--- config.mk ---
export PLATFORM = sky130hd
export DESIGN_NAME = spi_master_mode0_flat
export DESIGN_NICKNAME = d
export VERILOG_FILES = /design/src/rtl/spi_master_mode0_if.sv /design/src/rtl/spi_master_mode0.sv /design/src/flat_wrapper.sv
export SDC_FILE = /design/constraint.sdc
export NUM_CORES = 1
export LEC_CHECK = 0
export ABC_CLOCK_PERIOD_IN_PS = 2700
export CAP_MARGIN = 30
export CORE_AREA = 2 2 62 64
export CTS_CLUSTER_DIAMETER = 150
export DETAILED_ROUTE_END_ITERATION = 8
export DIE_AREA = 0 0 64 66
export PLACE_DENSITY_LB_ADDON = 0.2
export SKIP_CTS_REPAIR_TIMING = 1
export SYNTH_ARGS = -nofsm -noshare
export SYNTH_HDL_FRONTEND = slang
export SYNTH_SLANG_ARGS = --single-unit
--- constraint.sdc ---
create_clock -name clk -period 2.7 [get_ports clk]
set_input_delay 0.675 -clock clk [delete_from_list [all_inputs] [get_ports clk]]
set_output_delay 0.675 -clock clk [all_outputs]
set_load 0.05 [all_outputs]
--- src/rtl/spi_master_mode0_if.sv ---
// Word-stream handshake and SPI pin bundle for the mode-0 SPI master.
// master = the SPI master block, slave = whatever drives words and MISO.
interface spi_master_mode0_if #(
  parameter int WIDTH = 8
);
  logic [WIDTH-1:0] tx_data;
  logic             tx_valid;
  logic             tx_ready;
  logic [WIDTH-1:0] rx_data;
  logic             rx_valid;
  logic             busy;
  logic             CS_n;
  logic             SCLK;
  logic             MOSI;
  logic             MISO;

  modport master (
    input  tx_data, tx_valid, MISO,
    output tx_ready, rx_data, rx_valid,
    output busy, CS_n, SCLK, MOSI
  );

  modport slave (
    output tx_data, tx_valid, MISO,
    input  tx_ready, rx_data, rx_valid,
    input  busy, CS_n, SCLK, MOSI
  );
endinterface

--- src/rtl/spi_master_mode0.sv ---
// SPI mode-0 master: word stream in, CS_n/SCLK/MOSI out, MISO captured
// into received words; back-to-back words share one CS_n assertion.
module spi_master_mode0 #(
  parameter int WIDTH    = 8,
  parameter int CLK_DIV  = 4,
  parameter int CS_SETUP = 2,
  parameter int CS_HOLD  = 2,
  parameter int CS_GAP   = 2
) (
  input logic                clk,
  input logic                rst,
  spi_master_mode0_if.master bus
);
  localparam int M1 = (CLK_DIV > CS_SETUP) ? CLK_DIV : CS_SETUP;
  localparam int M2 = (CS_HOLD > CS_GAP) ? CS_HOLD : CS_GAP;
  localparam int CMAX = (M1 > M2) ? M1 : M2;
  localparam int CW = $clog2(CMAX) + 1;
  localparam int BW = $clog2(WIDTH) + 1;

  localparam logic [CW-1:0] DIV_LAST   = CW'(CLK_DIV - 1);
  localparam logic [CW-1:0] SETUP_LAST = CW'(CS_SETUP - 1);
  localparam logic [CW-1:0] HOLD_LAST  = CW'(CS_HOLD - 1);
  localparam logic [CW-1:0] GAP_LAST   = CW'(CS_GAP - 1);
  localparam logic [BW-1:0] BIT_LAST   = BW'(WIDTH - 1);

  typedef enum logic [2:0] {
    S_IDLE,
    S_SETUP,
    S_HIGH,
    S_LOW,
    S_END,
    S_HOLD,
    S_GAP
  } state_t;

  state_t           state_q, state_d;
  logic [CW-1:0]    cnt_q, cnt_d;
  logic [BW-1:0]    bit_q, bit_d;
  logic [WIDTH-1:0] tx_sr_q, tx_sr_d;
  logic [WIDTH-1:0] rx_sr_q, rx_sr_d;
  logic [WIDTH-1:0] rx_data_q, rx_data_d;
  logic             rx_valid_q, rx_valid_d;
  logic             cs_n_q, cs_n_d;
  logic             sclk_q, sclk_d;
  logic             mosi_q, mosi_d;

  logic             tx_ready;
  logic             hs;
  logic [WIDTH-1:0] rx_next;

  assign tx_ready = !rst && (state_q == S_IDLE || state_q == S_END);
  assign hs       = bus.tx_valid && tx_ready;
  assign rx_next  = (rx_sr_q << 1) | WIDTH'(bus.MISO);

  always_comb begin
    state_d    = state_q;
    cnt_d      = cnt_q;
    bit_d      = bit_q;
    tx_sr_d    = tx_sr_q;
    rx_sr_d    = rx_sr_q;
    rx_data_d  = rx_data_q;
    rx_valid_d = 1'b0;
    cs_n_d     = cs_n_q;
    sclk_d     = sclk_q;
    mosi_d     = mosi_q;
    unique case (state_q)
      S_IDLE: begin
        if (hs) begin
          tx_sr_d = bus.tx_data;
          rx_sr_d = '0;
          mosi_d  = bus.tx_data[WIDTH-1];
          cs_n_d  = 1'b0;
          cnt_d   = '0;
          bit_d   = '0;
          state_d = S_SETUP;
        end
      end
      S_SETUP: begin
        if (cnt_q == SETUP_LAST) begin
          sclk_d  = 1'b1;
          cnt_d   = '0;
          state_d = S_HIGH;
        end else begin
          cnt_d = cnt_q + 1'b1;
        end
      end
      S_HIGH: begin
        if (cnt_q == DIV_LAST) begin
          rx_sr_d = rx_next;
          sclk_d  = 1'b0;
          cnt_d   = '0;
          if (bit_q == BIT_LAST) begin
            rx_data_d  = rx_next;
            rx_valid_d = 1'b1;
            state_d    = S_END;
          end else begin
            bit_d   = bit_q + 1'b1;
            tx_sr_d = tx_sr_q << 1;
            mosi_d  = tx_sr_q[WIDTH-2];
            state_d = S_LOW;
          end
        end else begin
          cnt_d = cnt_q + 1'b1;
        end
      end
      S_LOW: begin
        if (cnt_q == DIV_LAST) begin
          sclk_d  = 1'b1;
          cnt_d   = '0;
          state_d = S_HIGH;
        end else begin
          cnt_d = cnt_q + 1'b1;
        end
      end
      S_END: begin
        cnt_d = '0;
        if (hs) begin
          // burst: MSB goes out now, so LOW must not shift again
          tx_sr_d = bus.tx_data;
          rx_sr_d = '0;
          mosi_d  = bus.tx_data[WIDTH-1];
          bit_d   = '0;
          state_d = S_LOW;
        end else begin
          state_d = S_HOLD;
        end
      end
      S_HOLD: begin
        if (cnt_q == HOLD_LAST) begin
          cs_n_d  = 1'b1;
          mosi_d  = 1'b0;
          cnt_d   = '0;
          state_d = S_GAP;
        end else begin
          cnt_d = cnt_q + 1'b1;
        end
      end
      S_GAP: begin
        if (cnt_q == GAP_LAST) begin
          cnt_d   = '0;
          state_d = S_IDLE;
        end else begin
          cnt_d = cnt_q + 1'b1;
        end
      end
      default: begin
        cs_n_d  = 1'b1;
        sclk_d  = 1'b0;
        state_d = S_IDLE;
      end
    endcase
  end

  always_ff @(posedge clk or posedge rst) begin
    if (rst) begin
      state_q    <= S_IDLE;
      cnt_q      <= '0;
      bit_q      <= '0;
      tx_sr_q    <= '0;
      rx_sr_q    <= '0;
      rx_data_q  <= '0;
      rx_valid_q <= 1'b0;
      cs_n_q     <= 1'b1;
      sclk_q     <= 1'b0;
      mosi_q     <= 1'b0;
    end else begin
      state_q    <= state_d;
      cnt_q      <= cnt_d;
      bit_q      <= bit_d;
      tx_sr_q    <= tx_sr_d;
      rx_sr_q    <= rx_sr_d;
      rx_data_q  <= rx_data_d;
      rx_valid_q <= rx_valid_d;
      cs_n_q     <= cs_n_d;
      sclk_q     <= sclk_d;
      mosi_q     <= mosi_d;
    end
  end

  assign bus.tx_ready = tx_ready;
  assign bus.rx_data  = rx_data_q;
  assign bus.rx_valid = rx_valid_q;
  assign bus.busy     = (state_q != S_IDLE);
  assign bus.CS_n     = cs_n_q;
  assign bus.SCLK     = sclk_q;
  assign bus.MOSI     = mosi_q;
endmodule

--- src/flat_wrapper.sv ---
// flat-port wrapper written by rule: the top's interface ports become plain ports
module spi_master_mode0_flat 
#(
  parameter int WIDTH    = 8,
  parameter int CLK_DIV  = 4,
  parameter int CS_SETUP = 2,
  parameter int CS_HOLD  = 2,
  parameter int CS_GAP   = 2
)
  (clk, rst, bus_tx_data, bus_tx_valid, bus_MISO, bus_tx_ready, bus_rx_data, bus_rx_valid, bus_busy, bus_CS_n, bus_SCLK, bus_MOSI);
  spi_master_mode0_if #(.WIDTH(WIDTH)) bus_i ();
  input logic clk;
  input logic rst;
  input wire logic [$bits(bus_i.tx_data)-1:0] bus_tx_data;
  input wire logic [$bits(bus_i.tx_valid)-1:0] bus_tx_valid;
  input wire logic [$bits(bus_i.MISO)-1:0] bus_MISO;
  output wire logic [$bits(bus_i.tx_ready)-1:0] bus_tx_ready;
  output wire logic [$bits(bus_i.rx_data)-1:0] bus_rx_data;
  output wire logic [$bits(bus_i.rx_valid)-1:0] bus_rx_valid;
  output wire logic [$bits(bus_i.busy)-1:0] bus_busy;
  output wire logic [$bits(bus_i.CS_n)-1:0] bus_CS_n;
  output wire logic [$bits(bus_i.SCLK)-1:0] bus_SCLK;
  output wire logic [$bits(bus_i.MOSI)-1:0] bus_MOSI;
  assign bus_i.tx_data = bus_tx_data;
  assign bus_i.tx_valid = bus_tx_valid;
  assign bus_i.MISO = bus_MISO;
  assign bus_tx_ready = bus_i.tx_ready;
  assign bus_rx_data = bus_i.rx_data;
  assign bus_rx_valid = bus_i.rx_valid;
  assign bus_busy = bus_i.busy;
  assign bus_CS_n = bus_i.CS_n;
  assign bus_SCLK = bus_i.SCLK;
  assign bus_MOSI = bus_i.MOSI;
  spi_master_mode0 #(.WIDTH(WIDTH), .CLK_DIV(CLK_DIV), .CS_SETUP(CS_SETUP), .CS_HOLD(CS_HOLD), .CS_GAP(CS_GAP)) u_core (.clk(clk), .rst(rst), .bus(bus_i));
endmodule
# Yosys cells after proc, flatten, opt, wreduce, memory -nomap -nowiden
# Index checks and enable logic that the tools add are counted.
totals:
  output_inout_bits: 14
  elab_cells: 92
  ff_bits: 36
  inputBits: 12
op_classes:
  eq_ne: 17
  reduce_logical: 22
  n_bitwise: 3
  n_addsub: 2
  n_mux: 38
op_table:
  columns: ["cell", "n"]
  rows:
  - ["2-to-1 mux 7 bit", 5]
  - ["2-to-1 mux 3 bit", 11]
  - ["case mux 7 bit (2 select lines)", 2]
  - ["case mux 3 bit (7 select lines)", 1]
  - ["!= test 2 x 1 -> 1 bit, second input constant", 7]
  - ["2-to-1 mux 4 bit", 3]
  - ["case mux 3 bit (4 select lines)", 1]
  - ["2-to-1 mux 1 bit", 11]
  - ["equality test 3 x 2 -> 1 bit, second input constant", 3]
  - ["equality test 3 bit, second input constant", 3]
  - ["AND reduction 3 bit", 3]
  - ["OR 8 x 1 -> 8 bit", 1]
  - ["case mux 4 bit (2 select lines)", 1]
  - ["AND reduction 4 bit", 2]
  - ["equality test 3 x 1 -> 1 bit, second input constant", 2]
  - ["case mux 1 bit (3 select lines)", 2]
  - ["AND reduction 6 bit", 1]
  - ["nonzero test 3 bit", 2]
  - ["AND reduction 5 bit", 1]
  - ["OR reduction 5 bit", 1]
  - ["adder 4 x 1 -> 4 bit, second input constant", 1]
  - ["equality test 4 x 3 -> 1 bit, second input constant", 1]
  - ["case mux 1 bit (4 select lines)", 1]
  - ["nonzero test 4 bit", 1]
  - ["12 further kinds", 15]

# Depth between registers and ports, before layout
# Gate-level depths: netlist of the first run.
depth:
  depth_word: 6
  ltp_mapped: 8
  ltp_nobuf: 6

# Worst setup path after synthesis of the first run
# Ideal clock, no wire load.
synth_timing:
  path_type: "flip-flop to output port"
  startpoint: "register u_core.state_q[1]"
  endpoint: "output bus_tx_ready"
  stages_incl_launch_ff: 6
  n_path_buf: 3
  required_ps: 2025
  t_arrival_ps: 1846
  path_slack_ps: 179
  cell_sequence: "dfrtp_1 buf_2 or2_2 buf_2 buf_1 nor2_1"
synth_via:
  elab_chain_cells: 3
  word_cells_on_any_way: 4
  cone_classes: "eq/ne: 1; reduce/logical: 3"
synth_rtl:
  columns: ["element", "line", "source"]
  rows:
  - ["start, declared", "spi_master_mode0.sv:36", "state_t state_q, state_d;"]
  - ["start signal, assigned", "spi_master_mode0.sv:167", "state_q <= state_d;"]
  - ["equality test 3 bit or logical NOT 3 bit (tied branches)", "spi_master_mode0.sv:51", "assign tx_ready = !rst && (state_q == S_IDLE || state_q == S_END);"]
  - ["logical OR 1 bit *", "spi_master_mode0.sv:51", null]
  - ["logical AND 1 bit *", "spi_master_mode0.sv:51", null]
  - ["end, declared", "flat_wrapper.sv:17", "output wire logic [$bits(bus_i.tx_ready)-1:0] bus_tx_ready;"]
# Mark *: on every way between the ends. The rest lies on a longest branch, timed or not.

# Worst setup path after layout of the first run
layout_timing:
  startpoint: "register u_core.state_q[1]"
  endpoint: "output bus_busy"
layout_via:
  elab_chain_cells: 1
layout_rtl:
  columns: ["element", "line", "source"]
  rows:
  - ["nonzero test 3 bit", "spi_master_mode0.sv:183", "assign bus.busy = (state_q != S_IDLE);"]
  - ["end, declared", "flat_wrapper.sv:20", "output wire logic [$bits(bus_i.busy)-1:0] bus_busy;"]
# No other way between the ends.

==> metrics.yaml, run 1 <==
outcome:
  run_status: "completed"
clock_network:
  clockBufferDepth: 2
  clock_insertion_delay_worst_skew_ns: 0.35
  clock-root-buffer: "sky130_fd_sc_hd__clkbuf_4"
  cts_buffers: 5
  clock_sinks: 36
  htree_levels: 2
  cts_tree: "built"
  cts.reportedPaths.clkPinSlew_ns: 0.13
critical_path:
  start_kind: "register"
  critical_path.slowest_cell: "sky130_fd_sc_hd__clkdlybuf4s50_1"
  crit-reg2reg-launch: "u_core.bit_q[0]$_DFFE_PP0P_"
  startpoint_of_the_worst_setup_timing_path: "u_core.state_q[1]$_DFFE_PP0P_"
  critical_path_arrival_ns: 1.88
  timing.critical_path.fanout_max: 3
  r2r_setup_slack_ns: 0.60
  worstSetupPathType: "reg -> out"
  worstSetupEndpointType: "output pin"
  critical_path_required_ns: 2.03
  critical_path.cell_chain: "nor3_1, inv_1, clkdlybuf4s50_1"
  r2r.worst_path.cells: 5
  critical_path.max_stage_delay_ns: 0.70
timing:
  setup_repair_after_global_routing_missed_its_margin: "false"
  final-setup-viol-count: 0
  setup_total_negative_slack_ns: 0
  skew_ns: 0.0113
  hold_violations: 0
  post-route-period-util_pct: 94.7
  period_minus_slack_ns: 2.56
  max_clock_freq_mhz: 391
  slew_of_the_pin_with_the_lowest_slew_margin_ns: 0.693
  maxSlewViolCount: 0
  slew_headroom_pct: 53.4
final_layout:
  filler_cell_count: 309
  antenna-diode-count: 0
  final_net_count: 232
  area_growth_syn_to_layout_pct: 22.3
  layout-drive-gt1-share_pct: 13.5
synthesis:
  yosys_warnings: 0
  syn-mean-instance-area_um2: 9.84
  synthesis.area_um2: 1850
  flip_flop_and_latch_count_after_synthesis: 36
  synth_top_area_cell: "sky130_fd_sc_hd__dfrtp_1"
  synth_top_cell_area_share_pct: 47.3
  synth.distinct_cells: 41
  post_synthesis_sequential_area_ratio_pct: 48.7
  syn_inst: 188
  yosys-top-cells-area: "sky130_fd_sc_hd__dfrtp_1 47%, sky130_fd_sc_hd__o21ai_0 8.1%, sky130_fd_sc_hd__mux2_2 5.5%"
  syn_nets: 206
power_and_ir_drop:
  leakage_uw: 0.00104
  cellPowerDensity_nw_per_um2: 1030
  vdd.ir_drop.worst_v: 0.000510
  post-layout-total-power_uw: 2330
detailed_routing:
  drt_first_pass_iters: 4
  routed-via-count: 1427
  remaining_drc_errors: 0
  drtAntennaViolNets: 0
  routed_wirelength_um: 3840
  avgViaCountPerCell: 5.43
  detail_route.wl_per_cell_um: 14.6
  detail_route.iter0.violations: 74
floorplanning:
  floorplan.die.height_um: 66
  num_io_pins: 26
  core_region_um2: 3550
  num_rows: 22
  die_width_um: 64
  initial_utilization_pct: 52.1
  die-area_um2: 4220
hold_path:
  min_from: "u_core.rx_sr_q[6]$_DFFE_PP0P_"
  timing.hold.worst_path_depth: 2
  classification_of_the_worst_slack_hold_path: "reg -> reg"
placed_design:
  hpwl_um: 2700
  gpl.final_weighted_congestion: 0.797
  placement.io_buffers: 25
global_routing:
  grt_antenna_before_repair: 0
  global_route.overflow_total: 0
  globalRouteTotalUtil_pct: 20.6
  grt_first_pass_wirelength_um: 6660
  number_of_global_route_vias_before_repair: 1469
  grt_max_degree: 28
flow_run:
  timing.max_cap.violations: 0
## registers in the layout, summed over array words and instances, names as in the netlist
| register | cells |
|---|---|
| u_core.bus.rx_data | 8 |
| u_core.rx_sr_q | 7 |
| u_core.tx_sr_q | 7 |
| u_core.bit_q | 4 |
| u_core.cnt_q | 3 |
| u_core.state_q | 3 |
| u_core.bus.CS_n | 1 |
| u_core.bus.MOSI | 1 |
| u_core.bus.SCLK | 1 |
| u_core.bus.rx_valid | 1 |
## cells in the final DEF (no fill, tap or decap), drive strengths merged, types with 2 or more instances in the layout
cell type / netlist / layout
o21ai: 30 / 30
inv: 12 / 13
a21oi: 6 / 6
buf: 9 / 8
nor2: 4 / 4
nor2b: 4 / 4
ha: 6 / 6
clkbuf: 4 / 5
o21bai: 2 / 2
o32a: 2 / 2
nand2: 22 / 22
o22a: 2 / 2
or2: 2 / 2
a211oi: 2 / 2
nor4: 2 / 2
mux2: 9 / 9
mux2i: 7 / 7
dfrtp: 35 / 35
clkdlybuf4s50: 0 / 24
nor3: 3 / 3
nand2b: 5 / 5
a21o: 3 / 3
nand3b: 2 / 2
## power by group
| part | total [uW] | switching [uW] | internal, uW |
|---|---|---|---|
| clock | 403 | 205 | 198 |
| combinational | 1060 | 632 | 431 |
| sequential | 862 | 128 | 734 |
## area by class of cell
class,instances,area (um2),area share [%]
well taps,48,60.1,2.65
multi-input cells,127,847,37.4
inverters,12,45.0,1.99
repair buffers,32,325,14.4
clock buffers,5,37.5,1.66
clock inverters,3,46.3,2.05
flip-flops and latches,36,902,39.9
## through the flow
step | cells | hold slack, ns | cell area [um2] | setup slack, ns | utilization, %
after detailed placement | 255 | 0.488 | 2180 | 0.255 | 61.4
after floorplan | 188 | 0.446 | 1850 | 0.179 | -
after CTS | 263 | 0.515 | 2260 | 0.144 | 63.7
after global routing | 263 | 0.531 | 2260 | 0.0576 | 63.7
final | 263 | 0.504 | 2260 | 0.144 | 63.7
after global placement | 255 | 0.464 | 2180 | 0.287 | 61.4
## critical path: cells and delay by family, from the launching register on
kind / cells / cell delay (ns)
buf+inv: 2 / 0.77
simple gates: 1 / 0.35
flops: 1 / 0.41
## logic make-up after synthesis
| logic type | count (synthesis) | share of synthesized area, % |
|---|---|---|
| DFF | 36 | 48.7 |
| muxes | 16 | 9.26 |
| buffers and inverters | 25 | 5.48 |
| AOI/OAI and AO/OA | 55 | 18.3 |
| adders and majority gates | 6 | 4.06 |
| and+or+nand+nor | 50 | 14.1 |
## per-layer routing
metal | up-vias | wire length [um] | global-route usage (%) | share of wire (%)
li1 | 708 | - | - | -
met1 | 688 | 1710 | 25.2 | 44
met2 | 26 | 1950 | 35.7 | 51
met3 | 5 | 128 | 5.11 | 3.3
met4 | 0 | 51 | 6.52 | 1.3
met5 | - | 0 | 0 | 0
## final timing paths
path,end
max,bus_busy
min,u_core.rx_sr_q[6]$_DFFE_PP0P_
max reg2reg,u_core.bus.rx_data[6]$_DFFE_PP0P_
min reg2reg,u_core.rx_sr_q[6]$_DFFE_PP0P_
max in group asynchronous,u_core.bus.rx_data[7]$_DFFE_PP0P_
min in group asynchronous,u_core.bus.MOSI$_DFFE_PP0P_
## synth_stat cells (all sizes together)
cell type and n:
a211o 1, nor3 3, nor3b 1, nor4b 1, a21o 3, nor4 2
a2bb2oi 1, or2 2, mux2 9, o21a 1, a22oi 1, nand3 1
a21oi 6, dfrtp 35, buf 9, nor2b 4, nor2 4, o221ai 1
nand2b 5, clkbuf 4, or3b 1, o21bai 2, a211oi 2, o21ai 30
ha 6, mux2i 7, a221oi 1, inv 12, o32a 2, nand3b 2
or4 1, a22o 1, and2 1, dfstp 1, o211a 1, o22a 2
nand2 22
Power figures use the tool's default switching activity.
==> inputs of run 2 (changes only) <==
- SETUP_SLACK_MARGIN: unset -> 0.1
==> run 2 against run 1 <==
Effect of this change: setup slack improved by 0.042 ns; sequential power about the same; critical path type unchanged; clock-buffer cell count stayed put.
==> metrics.yaml, run 2 (synthesized netlist as in run 1, its figures left out) <==
final_layout:
  layout.cells.most_common_list: "35 x sky130_fd_sc_hd__dfrtp_1, 30 x sky130_fd_sc_hd__o21ai_0, 23 x sky130_fd_sc_hd__clkdlybuf4s50_1, 21 x sky130_fd_sc_hd__nand2_1, 12 x sky130_fd_sc_hd__inv_1"
  non_filler_instances: 263  # unchanged
  filler_cell_count: 308  # -0.32%
  largest_reg_flops: 8  # unchanged
  area_growth_syn_to_layout_pct: 22.4
  layout-drive-gt1-share_pct: 13.5  # unchanged
  final_common_cell: "sky130_fd_sc_hd__dfrtp_1"
  finish.utilization_pct: 63.8  # +0.070 points
  final_net_count: 232  # unchanged
  antenna-diode-count: 0  # unchanged
floorplanning:
  num_rows: 22  # unchanged
  initial_utilization_pct: 52.1  # unchanged
  core_region_um2: 3550  # unchanged
  floorplan.die.height_um: 66  # unchanged
  num_io_pins: 26  # unchanged
  die_width_um: 64  # unchanged
  die-area_um2: 4220  # unchanged
timing:
  skew_ns: 0.0106  # -0.000676 ns
  setup_total_negative_slack_ns: 0  # unchanged
  final-setup-viol-count: 0  # unchanged
  period_minus_slack_ns: 2.51  # -0.0423 ns
  setup_repair_after_global_routing_missed_its_margin: "false"
  slew_headroom_pct: 53.6  # +0.14 points
  slew_of_the_pin_with_the_lowest_slew_margin_ns: 0.691  # -0.00214 ns
  maxSlewViolCount: 0  # unchanged
  hold_violations: 0  # unchanged
  post-route-period-util_pct: 93.1  # -1.6 points
  max_clock_freq_mhz: 398  # +1.7%
global_routing:
  grt_antenna_before_repair: 0  # unchanged
  global_route.overflow_total: 0  # unchanged
  grt_first_pass_wirelength_um: 6660  # unchanged
  globalRouteTotalUtil_pct: 20.6  # unchanged
  grt_max_degree: 28  # unchanged
  number_of_global_route_vias_before_repair: 1469  # unchanged
placed_design:
  gpl.final_weighted_congestion: 0.797  # unchanged
  total_instance_count_after_detailed_placement: 255  # unchanged
  hpwl_um: 2700  # unchanged
  placement.io_buffers: 25  # unchanged
critical_path:
  worst_setup_path_endpoint: "bus_tx_ready"
  timing.critical_path.fanout_max: 20  # +17
  critPathTopFamily: "simple AND/OR/NAND/NOR gates"
  startpoint_of_the_worst_setup_timing_path: "u_core.state_q[1]$_DFFE_PP0P_"
  worstSetupEndpointType: "output pin"
  crit-reg2reg-launch: "u_core.bit_q[0]$_DFFE_PP0P_"
  r2r_setup_slack_ns: 0.59  # about the same
  worstPathBufferInverterCount: 2  # unchanged
  critical_path_arrival_ns: 1.84  # -0.04 ns
  critical_path_required_ns: 2.03  # about the same
  r2r.worst_path.cells: 5  # unchanged
  start_kind: "register"
  worstReg2RegEnd: "u_core.bus.rx_data[6]$_DFFE_PP0P_"
  critical_path.cell_chain: "buf_4, or2_2, nor2_1, buf_12"
  worstSetupPathType: "reg -> out"
  timing.critical_path.depth: 4  # +1
  critical_path.slowest_cell: "sky130_fd_sc_hd__or2_2"
  critical_path.max_stage_delay_ns: 0.47  # -0.23 ns
clock_network:
  cts_tree: "built"
  clockBufferDepth: 2  # unchanged
  clock-root-buffer: "sky130_fd_sc_hd__clkbuf_4"
  htree_levels: 2  # unchanged
  cts.reportedPaths.clkPinSlew_ns: 0.12  # about the same
  cts_buffers: 5  # unchanged
  clock_insertion_delay_worst_skew_ns: 0.35  # about the same
  clock_sinks: 36  # unchanged
detailed_routing:
  detail_route.wl_per_cell_um: 14.7  # +0.91%
  drt_first_pass_iters: 4  # unchanged
  drtAntennaViolNets: 0  # unchanged
  remaining_drc_errors: 0  # unchanged
  avgViaCountPerCell: 5.43  # +0.14%
  routed_wirelength_um: 3880  # +0.91%
  detail_route.iter0.violations: 76  # +2.7%
  routed-via-count: 1429  # +0.14%
power_and_ir_drop:
  leakage_uw: 0.00104  # about the same
  post-layout-total-power_uw: 2330  # about the same
  cellPowerDensity_nw_per_um2: 1030  # about the same
  vdd.ir_drop.worst_v: 0.000510  # about the same
flow_run:
  timing.max_cap.violations: 0  # unchanged
outcome:
  run_status: "completed"
hold_path:
  classification_of_the_worst_slack_hold_path: "reg -> reg"
==> run 2: changes by cell type in the layout (fill, tap and decap cells not counted) <==
cell                              delta
sky130_fd_sc_hd__clkdlybuf4s50_1     -1
sky130_fd_sc_hd__dlymetal6s2s_1      +1
==> run 2: worst min path at each step <==
| stage | startpoint | to | slack (ns) | cells after the start |
|---|---|---|---|---|
| 2_1_floorplan | u_core.rx_sr_q[6]$_DFFE_PP0P_ | u_core.rx_sr_q[6]$_DFFE_PP0P_ | 0.45 | 2 |
| 3_3_place_gp | u_core.rx_sr_q[6]$_DFFE_PP0P_ | u_core.rx_sr_q[6]$_DFFE_PP0P_ | 0.46 | 2 |
| 3_5_place_dp | u_core.rx_sr_q[6]$_DFFE_PP0P_ | u_core.rx_sr_q[6]$_DFFE_PP0P_ | 0.49 | 2 |
| 4_1_cts | u_core.rx_sr_q[6]$_DFFE_PP0P_ | u_core.rx_sr_q[6]$_DFFE_PP0P_ | 0.51 | 2 |
| 5_1_grt | u_core.bus.rx_data[1]$_DFFE_PP0P_ | u_core.bus.rx_data[1]$_DFFE_PP0P_ | 0.53 | 1 |
| 6_report | u_core.rx_sr_q[6]$_DFFE_PP0P_ | u_core.rx_sr_q[6]$_DFFE_PP0P_ | 0.50 | 2 |
==> run 2: power breakdown <==
group,switching (uW),internal (uW),total (uW),leakage [uW]
combinational,635,431,1070,0.000534
clock,204,198,402,0.0000418
sequential,128,734,862,0.000463
==> run 2: routing by layer <==
layer,global-route usage (%),wire (um)
met4,6.52,51
met5,0,0
met3,5.11,115
met1,25.2,1730
met2,35.7,1980
==> run 2: cell type report <==
type                       instances  area [um2]  share of cell area (%)
clock inverter                     3        46.3                    2.04
inverter                          12        45.0                    1.99
timing repair buffer              32         328                    14.5
tap                               48        60.1                    2.65
sequential                        36         902                    39.8
multi-input combinational        127         847                    37.4
clock buffer                       5        37.5                    1.66
==> run 2: worst register-to-register path, cell delays in order (launching register included) <==
cell and delay, ns:
sky130_fd_sc_hd__dfrtp_1 0.42, sky130_fd_sc_hd__ha_1 0.19, sky130_fd_sc_hd__nand2_1 0.12, sky130_fd_sc_hd__nor4_2 0.61, sky130_fd_sc_hd__nand2_2 0.32, sky130_fd_sc_hd__mux2_2 0.35
==> run 2: stage by stage <==
stage	area (um2)	setup WS [ns]	hold slack, ns
detailed placement	2180	0.255	0.488
finish	2270	0.187	0.504
floorplan	1850	0.179	0.446
CTS	2260	0.144	0.515
global placement	2180	0.287	0.464
global route	2270	0.117	0.531
